===== config.mk =====
export PLATFORM = sky130hd
export DESIGN_NAME = half_duplex_pin_ctrl
export DESIGN_NICKNAME = d
export VERILOG_FILES = /design/src/rtl/half_duplex_pin_ctrl_pkg.sv /design/src/rtl/hdpc_bit_timer.sv /design/src/rtl/half_duplex_pin_ctrl.sv
export SDC_FILE = /design/constraint.sdc
export NUM_CORES = 1
export LEC_CHECK = 0
export BUFFER_PORTS_ARGS = -buffer_cell sky130_fd_sc_hd__buf_2
export CORE_UTILIZATION = 60
export CTS_CLUSTER_SIZE = 10
export DETAILED_ROUTE_END_ITERATION = 7
export PLACE_DENSITY = 0.83
export SYNTH_ARGS = -nofsm -noshare
export SYNTH_HDL_FRONTEND = slang
export SYNTH_SLANG_ARGS = --single-unit

===== constraint.sdc =====
create_clock -name clk -period 2.69 [get_ports clk]
set_input_delay 0.1345 -clock clk [delete_from_list [all_inputs] [get_ports clk]]
set_output_delay 0.1345 -clock clk [all_outputs]
set_load 0.05 [all_outputs]

===== src/rtl/half_duplex_pin_ctrl_pkg.sv =====
// -----------------------------------------------------------------------------
// half_duplex_pin_ctrl_pkg
//   Shared definitions for the half-duplex pin sequencer: FSM state encodings,
//   the level the pin idles at, and the pad_oe polarity.
//   No ports; imported by half_duplex_pin_ctrl.
// -----------------------------------------------------------------------------
package half_duplex_pin_ctrl_pkg;

    typedef enum logic [2:0] {
        ST_IDLE = 3'd0,
        ST_TX   = 3'd1,
        ST_TURN = 3'd2,
        ST_RX   = 3'd3,
        ST_DONE = 3'd4
    } state_t;

    // Level presented on pad_out whenever no data bit is being sent.
    localparam logic IDLE_LEVEL = 1'b1;

    // pad_oe polarity: 1 means this block drives the pin.
    localparam logic OE_DRIVE   = 1'b1;
    localparam logic OE_RELEASE = 1'b0;

endpackage


===== src/rtl/hdpc_bit_timer.sv =====
// -----------------------------------------------------------------------------
// hdpc_bit_timer
//   Free-running BIT_DIV divider shared by the TX and RX phases.
//   Ports:
//     clk    in   system clock
//     rst    in   synchronous active-high reset
//     clear  in   hold the count at window cycle 0
//     tick   out  last cycle of the current bit window
//     mid    out  sample cycle of the window (cycle floor(BIT_DIV/2))
// -----------------------------------------------------------------------------
module hdpc_bit_timer #(
    parameter int BIT_DIV = 12
) (
    input  logic clk,
    input  logic rst,
    input  logic clear,
    output logic tick,
    output logic mid
);

    localparam int                CNT_W    = $clog2(BIT_DIV);
    localparam logic [CNT_W-1:0] CNT_LAST = CNT_W'(BIT_DIV - 1);
    localparam logic [CNT_W-1:0] CNT_MID  = CNT_W'(BIT_DIV / 2);

    logic [CNT_W-1:0] cnt;

    // NOTE: sequential state is always assigned with <= so every register
    // samples the pre-edge values of the others, independent of block order.
    always_ff @(posedge clk) begin
        if (rst || clear) begin
            cnt <= '0;
        end else if (cnt == CNT_LAST) begin
            cnt <= '0;
        end else begin
            cnt <= cnt + 1'b1;
        end
    end

    assign tick = (cnt == CNT_LAST);
    assign mid  = (cnt == CNT_MID);

endmodule


===== src/rtl/half_duplex_pin_ctrl.sv =====
// -----------------------------------------------------------------------------
// half_duplex_pin_ctrl
//   Sequencer in front of a tristate pad buffer. Shifts a word out MSB first,
//   optionally releases the pin for a turnaround gap, then samples a reply
//   word MSB first from the same pin.
//   Ports:
//     clk      in   system clock
//     rst      in   synchronous active-high reset
//     start    in   request pulse, honoured only while idle
//     tx_data  in   word to send, captured with start
//     rx_en    in   expect a reply, captured with start
//     busy     out  transaction in progress (TX, TURN, RX, DONE)
//     done     out  one-cycle completion pulse
//     rx_data  out  last received word
//     pad_out  out  pad buffer data input
//     pad_oe   out  pad buffer direction, 1 = drive the pin
//     pad_in   in   pin value from the pad buffer
// -----------------------------------------------------------------------------
module half_duplex_pin_ctrl #(
    parameter int DATA_WIDTH  = 8,
    parameter int BIT_DIV     = 12,
    parameter int TURN_CYCLES = 2
) (
    input  logic                  clk,
    input  logic                  rst,
    input  logic                  start,
    input  logic [DATA_WIDTH-1:0] tx_data,
    input  logic                  rx_en,
    output logic                  busy,
    output logic                  done,
    output logic [DATA_WIDTH-1:0] rx_data,
    output logic                  pad_out,
    output logic                  pad_oe,
    input  logic                  pad_in
);

    import half_duplex_pin_ctrl_pkg::*;

    localparam int                BIT_W     = $clog2(DATA_WIDTH + 1);
    localparam logic [BIT_W-1:0] BIT_LAST  = BIT_W'(DATA_WIDTH - 1);
    // A single turnaround cycle still needs a 1-bit counter.
    localparam int                TURN_W    = (TURN_CYCLES > 1) ? $clog2(TURN_CYCLES) : 1;
    localparam logic [TURN_W-1:0] TURN_LAST = TURN_W'(TURN_CYCLES - 1);

    state_t                  state;
    logic [BIT_W-1:0]        bit_cnt;
    logic [TURN_W-1:0]       turn_cnt;
    logic [DATA_WIDTH-1:0]   tx_shift;
    logic [DATA_WIDTH-1:0]   rx_shift;
    logic                    rx_en_q;

    logic [DATA_WIDTH-1:0]   tx_next;
    logic [DATA_WIDTH-1:0]   rx_next;
    logic                    timer_clear;
    logic                    tick;
    logic                    mid;

    // NOTE: every always_comb output gets a default first, so no path can
    // leave it unassigned and infer a latch.
    always_comb begin
        tx_next     = tx_shift << 1;
        rx_next     = rx_shift << 1;
        rx_next[0]  = pad_in;
        // The divider only runs in the bit-timed phases; holding it cleared
        // elsewhere means TX and RX both start at window cycle 0.
        timer_clear = 1'b1;
        if (state == ST_TX || state == ST_RX) begin
            timer_clear = 1'b0;
        end
    end

    hdpc_bit_timer #(
        .BIT_DIV (BIT_DIV)
    ) u_bit_timer (
        .clk   (clk),
        .rst   (rst),
        .clear (timer_clear),
        .tick  (tick),
        .mid   (mid)
    );

    always_ff @(posedge clk) begin
        if (rst) begin
            state    <= ST_IDLE;
            bit_cnt  <= '0;
            turn_cnt <= '0;
            tx_shift <= '0;
            rx_shift <= '0;
            rx_en_q  <= 1'b0;
            busy     <= 1'b0;
            done     <= 1'b0;
            rx_data  <= '0;
            pad_oe   <= OE_RELEASE;
            pad_out  <= IDLE_LEVEL;
        end else begin
            done <= 1'b0;
            case (state)
                ST_IDLE: begin
                    busy     <= 1'b0;
                    pad_oe   <= OE_RELEASE;
                    pad_out  <= IDLE_LEVEL;
                    bit_cnt  <= '0;
                    turn_cnt <= '0;
                    if (start) begin
                        tx_shift <= tx_data;
                        rx_shift <= '0;
                        rx_en_q  <= rx_en;
                        busy     <= 1'b1;
                        // First bit goes out together with taking the pin.
                        pad_oe   <= OE_DRIVE;
                        pad_out  <= tx_data[DATA_WIDTH-1];
                        state    <= ST_TX;
                    end
                end

                ST_TX: begin
                    if (tick) begin
                        if (bit_cnt == BIT_LAST) begin
                            bit_cnt <= '0;
                            pad_oe  <= OE_RELEASE;
                            pad_out <= IDLE_LEVEL;
                            if (rx_en_q) begin
                                state <= ST_TURN;
                            end else begin
                                done  <= 1'b1;
                                state <= ST_DONE;
                            end
                        end else begin
                            bit_cnt  <= bit_cnt + 1'b1;
                            tx_shift <= tx_next;
                            pad_out  <= tx_next[DATA_WIDTH-1];
                        end
                    end
                end

                ST_TURN: begin
                    if (turn_cnt == TURN_LAST) begin
                        turn_cnt <= '0;
                        state    <= ST_RX;
                    end else begin
                        turn_cnt <= turn_cnt + 1'b1;
                    end
                end

                ST_RX: begin
                    if (mid) begin
                        rx_shift <= rx_next;
                    end
                    if (tick) begin
                        if (bit_cnt == BIT_LAST) begin
                            bit_cnt <= '0;
                            done    <= 1'b1;
                            state   <= ST_DONE;
                            // With BIT_DIV=2 the last sample and the last tick
                            // coincide, so publish the post-sample word.
                            if (rx_en_q) begin
                                rx_data <= mid ? rx_next : rx_shift;
                            end
                        end else begin
                            bit_cnt <= bit_cnt + 1'b1;
                        end
                    end
                end

                ST_DONE: begin
                    busy  <= 1'b0;
                    state <= ST_IDLE;
                end

                default: begin
                    state <= ST_IDLE;
                end
            endcase
        end
    end

endmodule


* Word-level counts from Yosys, hierarchy flattened
Cells that the tools add are included.
Widths: inputs -> output; s select.
** Operators by class
- Reductions and logical operators :: 18
- Mux-type cells :: 36
- Equality and inequality tests :: 15
- Add/subtract/negate cells :: 3
** Operators with widths (number)
- $mux 3 :: 7
- $mux 7 :: 3
- $mux 8 :: 2
- $pmux 8 s2 :: 1
- $pmux 7 s2 :: 1
- $mux 1 :: 13
- $pmux 3 s4 :: 1
- $ne 2x2->1 const B :: 5
- $pmux 1 s2 :: 5
- $reduce_bool 2->1 :: 5
- $add 4x1->4 const B :: 2
- $eq 4x3->1 const B :: 2
- $mux 4 :: 2
- $pmux 4 s2 :: 1
- $reduce_and 2->1 :: 4
- $reduce_and 4->1 :: 2
- $eq 3x2->1 const B :: 2
- $ne 2x1->1 const B :: 3
- $reduce_and 6->1 :: 1
- $eq 4x4->1 const B :: 1
- $reduce_or 2->1 :: 2
- $eq 3x1->1 const B :: 1
- $eq 3x3->1 const B :: 1
- $logic_not 3->1 :: 1
- 3 further kinds :: 4
** Word-level totals
- Input port bits :: 13
- Logic and storage cells :: 84
- Register bits after elaboration :: 40

* Depth between registers and ports, before layout
Gate-level depths: netlist (run 1).
- Depth in word-level cells :: 5
- Depth in mapped cells :: 7

* Cells and area by module
A second synthesis (run 1) with hierarchy kept.
** Second synthesis, totals
- Cell total of the unflattened synthesis :: 190
- Area total of the unflattened synthesis :: 1789.2 um^2
** By module, submodules not included
- half_duplex_pin_ctrl :: cells each 169, times used 1, seq. area each 720.7 um^2, area an instance 1602.8 um^2
- hdpc_bit_timer :: cells each 21, times used 1, seq. area each 80.1 um^2, area an instance 186.4 um^2

* Worst setup path after synthesis (run 1)
Ideal clock, no wire load.
- Path kind :: flip-flop to flip-flop
- Start :: register u_bit_timer.cnt[0]
- End :: register rx_data[5]
- Clock period less this slack :: 1.639 ns
- Stages on the path, launching flop included :: 7
- Required time :: 2.611 ns
- Arrival time :: 1.560 ns
- Slack :: 1.051 ns
- Buffers on the path :: 1
- Cells stage by stage :: dfxtp_1 -> ha_1 -> nand3b_4 -> nor4_4 -> buf_6 -> nor2_1 -> a211oi_2
** Between the ends
- Word-level cells in the longest chain between the ends :: 2
- Elaborated cells on any way between the ends :: 4
- Classes of those cells :: 2 x eq/ne; 1 x mux; 1 x reduce/logical
** Ends and longest elaborated chain
- from (decl) :: line hdpc_bit_timer.sv:25 : logic [CNT_W-1:0] cnt;
- from (signal assigned) :: line hdpc_bit_timer.sv:35 : cnt <= cnt + 1'b1;
- $eq 4x4->1 / $eq 4x3->1 (equally long branches) :: line hdpc_bit_timer.sv:39, hdpc_bit_timer.sv:40
- $reduce_and 4->1 (no source line) / $mux 8 (equally long branches)
- to (signal assigned) :: line half_duplex_pin_ctrl.sv:157 : rx_data <= mid ? rx_next : rx_shift;
- to (decl) :: line half_duplex_pin_ctrl.sv:31 : output logic [DATA_WIDTH-1:0] rx_data,
Several ways; a longest one is shown, not always the timed one.
A chain may end at the register's enable or synchronous reset.

* Worst setup path after layout (run 1)
- Start :: register state[0]
- End :: register rx_data[7]
** Between the ends
- Word-level cells in the longest chain between the ends :: 2
** Ends and longest elaborated chain
- from (decl) :: line half_duplex_pin_ctrl.sv:45 : state_t state;
- from (signal assigned) :: line half_duplex_pin_ctrl.sv:84 : state <= ST_IDLE;
- from (signal assigned) :: line half_duplex_pin_ctrl.sv:112 : state <= ST_TX;
- from (signal assigned) :: line half_duplex_pin_ctrl.sv:123 : state <= ST_TURN;
- $eq 3x2->1 :: line half_duplex_pin_ctrl.sv:97 : case (state)
- $reduce_and 4->1 (no source line)
Every way passes these cells.

==> impl_metrics.ini, run 1 <==
[global_route]
grt_antenna_before_repair = 0
grt_pass1_vias = 1269
grt_start_max_net_pins = 28
grt_first_pass_wirelength_um = 5796
grt_util_met2_pct = 38.82
grtUsageMet3_pct = 6.221
use_met1_pct = 28.88
track_usage_pct = 23.19
grt-ovfl-total = 0
top_usage_layer = met2

[yosys]
netlist_instances = 176
synth-edff-count = 0
avgSynthCellArea_um2 = 10.27
synth.largest_area_cell = dfxtp_1
syn_area_um2 = 1808
syn_nets = 192
synth_top_cell_area_share_pct = 44.29
yosysWarnings = 0
synth_cell_type_count = 43
yosysSeqAreaShare_pct = 44.29
synth_ff_type = dfxtp_1
synth_area_leaders = dfxtp_1 44%, mux2i_1 8.9%, a22o_1 4.4%
ys_async_sr_fraction_pct = 0
ys_ff_latch = 40

[final_layout]
num_antenna_cells = 0
fill_cells = 207
layout.nets = 215
multi_input_area_um2 = 928.4
regArea_um2 = 800.8
syn2layout_area_growth_pct = 11.28
post-route-cell-area_um2 = 2012
drive_gt1_share_pct = 24.50

[placement]
port_buffers = 24
place.gp.congestion = 0.7948
dp_hpwl_um = 2410
placed_area_um2 = 1922

[worst_setup_path]
setup.worst_path.end_class = flip-flop
arrival_ns = 2.33
criticalPathCategory = reg2reg
cpPeakStageDelay_ns = 0.67
r2r_slack_ns = 0.60
critPathBufInv = 1
cp-start-kind = flip-flop
cp_cell_sequence = nand2_2 -> nor4_4 -> buf_4 -> nor2_1 -> a211oi_1
cp_max_fo = 17
cp_slowest_cell = dfxtp_1
crit_family = simple AND/OR/NAND/NOR gates
cp_data_required_time_ns = 2.93

[drt]
drc = 4
dr.pass1.iters = 6
post_drt_wl_per_cell_um = 14.96
wirelength_um = 3455
vias = 1392
vias_per_cell = 6.026
antenna_left = 0
drt_iter0_drc = 85

[power_and_ir_drop]
p_sw_share_pct = 23.12
total_power_mw = 1.125
p_seq_share_pct = 55.0
clock_power_share_pct = 37.3
p_per_area_nw_per_um2 = 559.2
peakVddDrop_mv = 0.5201
switchingPower_mw = 0.2601
p_leak_nw = 0.8538
p_int_mw = 0.8649
combPwrFrac_pct = 7.7

[timing]
slew_headroom_pct = 58.13
setup_viol = 0
rsz0062_at_grt = no
slew_violations = 0
min_period_ns = 2.086
finalHoldViolations = 0
fin_crit_sh_pct = 77.56
worstMarginPinSlew_ns = 0.6274
clock_skew_ns = 0.01748
fmax_mhz = 479.3
tns_ns = 0

[cts]
cts_buffers = 5
root_buffer = clkbuf_4
cts_max_level = 2
cts_tree = built
insertion_delay_ns = 0.35
cts_resized = 0
clock-sinks = 40
cts_hold_buf = 0
post_cts_buffers = 0
path_clk_slew_ns = 0.13
cts_max_path_buffers = 2

[die]
ios = 25
initial_core_util_pct = 64.45
rows = 19
fp.dieW_um = 56.90
core_area_um2 = 2805
die_y_um = 56.90
die_area_um2 = 3237

[run_status]
status = finished with violations
violations = design-rule violations

[run]
max-cap-violations = 0

[worst_hold_path]
min_path_type = in2reg
tightest hold or removal path, cell delays in order:
cell     delay [ns]
buf_2          0.08
mux2i_1        0.05
nor2_1         0.08
synth_stat cells (2+ instances only):
master / instances
o21ai_0: 10
clkbuf_1: 3
dfxtp_1: 40
mux2i_1: 16
nand2_1: 3
a311oi_1: 8
ha_1: 3
nor4_4: 2
nor2_1: 14
inv_1: 3
a21oi_1: 13
a211oi_2: 2
buf_2: 3
nor3_1: 3
nor2b_1: 4
nand3_1: 3
nor4_1: 2
nand2b_1: 3
a22o_1: 9
buf_4: 4
a211oi_1: 6
path summary, 6_finish.rpt:
kind	start	to	cells after the start
max reg2reg	state[0]$_SDFFE_PP0P_	rx_data[7]$_SDFFE_PP0P_	5
min	rx_en	rx_en_q$_SDFFE_PP0P_	3
max	state[0]$_SDFFE_PP0P_	rx_data[7]$_SDFFE_PP0P_	5
min reg2reg	u_bit_timer.cnt[0]$_SDFF_PP0_	u_bit_timer.cnt[0]$_SDFF_PP0_	1
flip-flops by register name, summed over array words and instances (netlist names):
| signal | flops |
|---|---|
| rx_shift | 8 |
| done | 1 |
| pad_out | 1 |
| busy | 1 |
| bit_cnt | 4 |
| rx_data | 8 |
| pad_oe | 1 |
| tx_shift | 7 |
| rx_en_q | 1 |
| u_bit_timer.cnt | 4 |
| state | 3 |
| turn_cnt | 1 |
per-layer routing:
metal	wire, um	part of all wire (%)
met2	1685	49
met1	1600	46
met3	145	4.2
met4	24	0.69
met5	0	0
per-stage QoR:
step | instances | hold slack [ns] | util (%) | worst slack [ns]
CTS | 231 | 0.01606 | 71.72 | 0.6275
global placement | 223 | 0.3729 | 68.51 | 0.8672
finish | 231 | 0.02015 | 71.72 | 0.6037
detailed placement | 223 | 0.3948 | 68.51 | 0.6905
floorplan | 176 | 0.2674 | - | 1.051
global route | 231 | 0.02108 | 71.72 | 0.4744
cell families (layout without fill, tap and decap cells):
logic type / Yosys count / count (layout) / share of synthesized area, %
adder cells (fa/ha/maj): 3 / 3 / 2.076
AO/OA/AOI/OAI: 56 / 56 / 22.84
AND/OR/NAND/NOR: 45 / 45 / 16.61
multiplexers: 16 / 16 / 8.858
XOR/XNOR: 2 / 2 / 0.9690
flip-flops: 40 / 40 / 44.29
buffers and inverters: 14 / 38 / 4.360
power by group through the flow:
| stage | Clock, mW | Sequential [mW] | Combinational [mW] |
|---|---|---|---|
| global route | 0.451 | 0.621 | 0.0952 |
| finish | 0.420 | 0.619 | 0.0864 |
| floorplan | 0 | 0.637 | 0.0595 |
| CTS | 0.428 | 0.619 | 0.0864 |
| detailed placement | 0 | 0.632 | 0.0857 |
| global placement | 0 | 0.631 | 0.0835 |
area by class of cell:
cell class	count	area share [%]
clock inverters	2	1.928
well taps	31	1.928
multi-input cells	122	46.14
inverters	3	0.5597
flip-flops and latches	40	39.80
repair buffers	27	7.090
clock buffers	6	2.550
placed cells by master (no fill, tap or decap), types with 2 or more instances in the layout:
cell      synthesis  routed
nand2_1           3       3
a211oi_2          2       2
nand3_1           3       3
a21oi_1          13      13
mux2i_1          16      16
buf_2             3      24
buf_4             4       3
clkbuf_4          0       5
nand2b_1          3       3
dfxtp_1          40      40
o21ai_0          10      10
nor2b_1           4       4
nor2_1           14      14
nor4_1            2       2
inv_1             3       3
ha_1              3       3
nor4_4            2       2
a311oi_1          8       8
nor3_1            3       3
a22o_1            9       9
a211oi_1          6       6
Note: power is estimated with default switching activity, not from simulation.
==> inputs of run 2 (changes only) <==
--- a/config.mk
+++ b/config.mk
@@ -6,10 +6,10 @@
 export NUM_CORES = 1
 export LEC_CHECK = 0
 export BUFFER_PORTS_ARGS = -buffer_cell sky130_fd_sc_hd__buf_2
-export CORE_UTILIZATION = 60
+export CORE_UTILIZATION = 50
 export CTS_CLUSTER_SIZE = 10
 export DETAILED_ROUTE_END_ITERATION = 7
-export PLACE_DENSITY = 0.83
+export PLACE_DENSITY = 0.74
 export SYNTH_ARGS = -nofsm -noshare
 export SYNTH_HDL_FRONTEND = slang
 export SYNTH_SLANG_ARGS = --single-unit
==> constraint.sdc (replaced) <==
create_clock -name clk -period 1.72 [get_ports clk]
set_input_delay 0.086 -clock clk [delete_from_list [all_inputs] [get_ports clk]]
set_output_delay 0.086 -clock clk [all_outputs]
set_load 0.05 [all_outputs]
==> run 2 against run 1 <==
  * Via count is 6.0% higher
  * The run now ends clean
  * Sequential cell count did not move
  * Clock skew fell by 0.0052 ns
  * Worst hold slack better by 0.056 ns
  * Total power increased by 67%
  * Routed wire length rose by 11%
  * Sequential power rose by 56%
  * Sequential share of layout area down 3.1 points
  * Largest power group unchanged
  * Core utilization decreased by 7.0 points
  * Cell count up 11%
==> impl_metrics.ini, run 2 (synthesized netlist as in run 1, its figures left out) <==
[cts]
cts_tree = built
path_clk_slew_ns = 0.12
cts_buffers = 5
cts_max_level = 2
insertion_delay_ns = 0.36
root_buffer = clkbuf_4
cts_max_path_buffers = 2
clock-sinks = 40

[run]
max-cap-violations = 0

[timing]
worstMarginPinSlew_ns = 0.4815
timing.hold.ws_ns = 0.07640
fmax_mhz = 605.0
min_period_ns = 1.653
fin_crit_sh_pct = 96.10
slew_violations = 0
clock_skew_ns = 0.01229
rsz0062_at_grt = yes
finalHoldViolations = 0
slew_headroom_pct = 67.66
setup_viol = 0

[drt]
vias_per_cell = 5.743
wirelength_um = 3845
vias = 1476
dr.pass1.iters = 4
post_drt_wl_per_cell_um = 14.96
antenna_left = 0
drt_iter0_drc = 105
drc = 0

[power_and_ir_drop]
p_per_area_nw_per_um2 = 856.9
p_leak_nw = 0.9526
total_power_mw = 1.878
peakVddDrop_mv = 0.4239

[run_status]
status = complete, no violations

[final_layout]
layout.nets = 227
drive_gt1_share_pct = 30.33
syn2layout_area_growth_pct = 21.25
final_core_util_pct = 64.67
regArea_um2 = 804.5
final_cell_mix = 37 x dfxtp_1, 25 x buf_2, 16 x mux2i_1, 14 x nor2_1, 13 x a21oi_1
final_common_cell = dfxtp_1
reg_top3 = rx_data: 8 flops, rx_shift: 8 flops, tx_shift: 7 flops
multi_input_area_um2 = 972.2
num_antenna_cells = 0
fill_cells = 275

[die]
fp.dieW_um = 62.13
initial_core_util_pct = 53.34
die_y_um = 62.13
die_area_um2 = 3860
ios = 25
rows = 21
core_area_um2 = 3390

[worst_setup_path]
cp-start-kind = flip-flop
arrival_ns = 1.90
criticalPathCategory = reg2reg
setup.worst_path.end_class = flip-flop
cp_data_required_time_ns = 1.97
cp_max_fo = 5

[global_route]
grt_first_pass_wirelength_um = 6637
track_usage_pct = 21.55
grt_start_max_net_pins = 21
grt-ovfl-total = 0
grt_pass1_vias = 1439
grt_antenna_before_repair = 0

[placement]
place.gp.congestion = 0.8591
dp_hpwl_um = 2495
port_buffers = 24

[worst_hold_path]
min_path_type = in2reg
[run 2: changes by cell type in the layout (fill, tap and decap cells not counted), moves of 2 or more]
cell,previous run,this run
dfxtp_1,40,37
dlygate4sd3_1,0,4
ha_2,0,2
buf_4,3,7
dfxtp_2,0,3
ha_1,3,1
[run 2: layer usage]
layer	part of all wire (%)	track usage (%)	vias to the layer above	wire (um)
met5	0	0	-	0
met4	1.5	7.849	0	57
met2	46	34.48	34	1768
met1	48	27.39	706	1856
li1	-	-	729	-
met3	4.2	6.434	7	163
[run 2: power breakdown]
group	internal, mW	switching (mW)
Combinational	0.0683	0.0911
Clock	0.445	0.308
Sequential	0.950	0.0167
Total	1.46	0.415
[run 2: metrics by stage]
stage	cells	setup slack [ns]	instance area, um2	TNS (ns)
floorplan	176	0.08087	1808	0
global placement	243	0.1150	1991	0
detailed placement	243	0.02231	1991	0
CTS	255	0.009535	2141	0
global route	257	-0.01647	2192	-0.04264
finish	257	0.06703	2192	0
[run 2: final timing paths]
kind	slack (ns)	startpoint	cells past startpoint	end
setup / recovery	0.07	bit_cnt[0]$_SDFFE_PP0P_	5	tx_shift[1]$_SDFFE_PP0P_
hold / removal	0.08	start	3	state[0]$_SDFFE_PP0P_
setup reg to reg	0.07	bit_cnt[0]$_SDFFE_PP0P_	5	tx_shift[1]$_SDFFE_PP0P_
hold reg to reg	0.44	u_bit_timer.cnt[0]$_SDFF_PP0_	1	u_bit_timer.cnt[0]$_SDFF_PP0_
[run 2: cell type report]
class                           instances  area share, %
Clock buffer                            5          1.712
Clock inverter                          2          2.740
Inverter                                3         0.5137
Multi-Input combinational cell        123          44.35
Sequential cell                        40          36.70
Tap cell                               46          2.626
Timing Repair Buffer                   38          11.36
[run 2: timing repair]
action,CTS,global route
hold buffers,4,0
endpoints found under the setup margin,2,26
pin swaps,1,2
cloned,1,1
resized for setup,0,10
hold endpoints to repair,5,0
setup buffers,0,1
[run 2: critical path: stages (launching register included)]
cell and delay (ns):
dfxtp_1 0.35, ha_2 0.22, and3b_1 0.24, o31ai_2 0.45, buf_4 0.20, a311oi_1 0.08
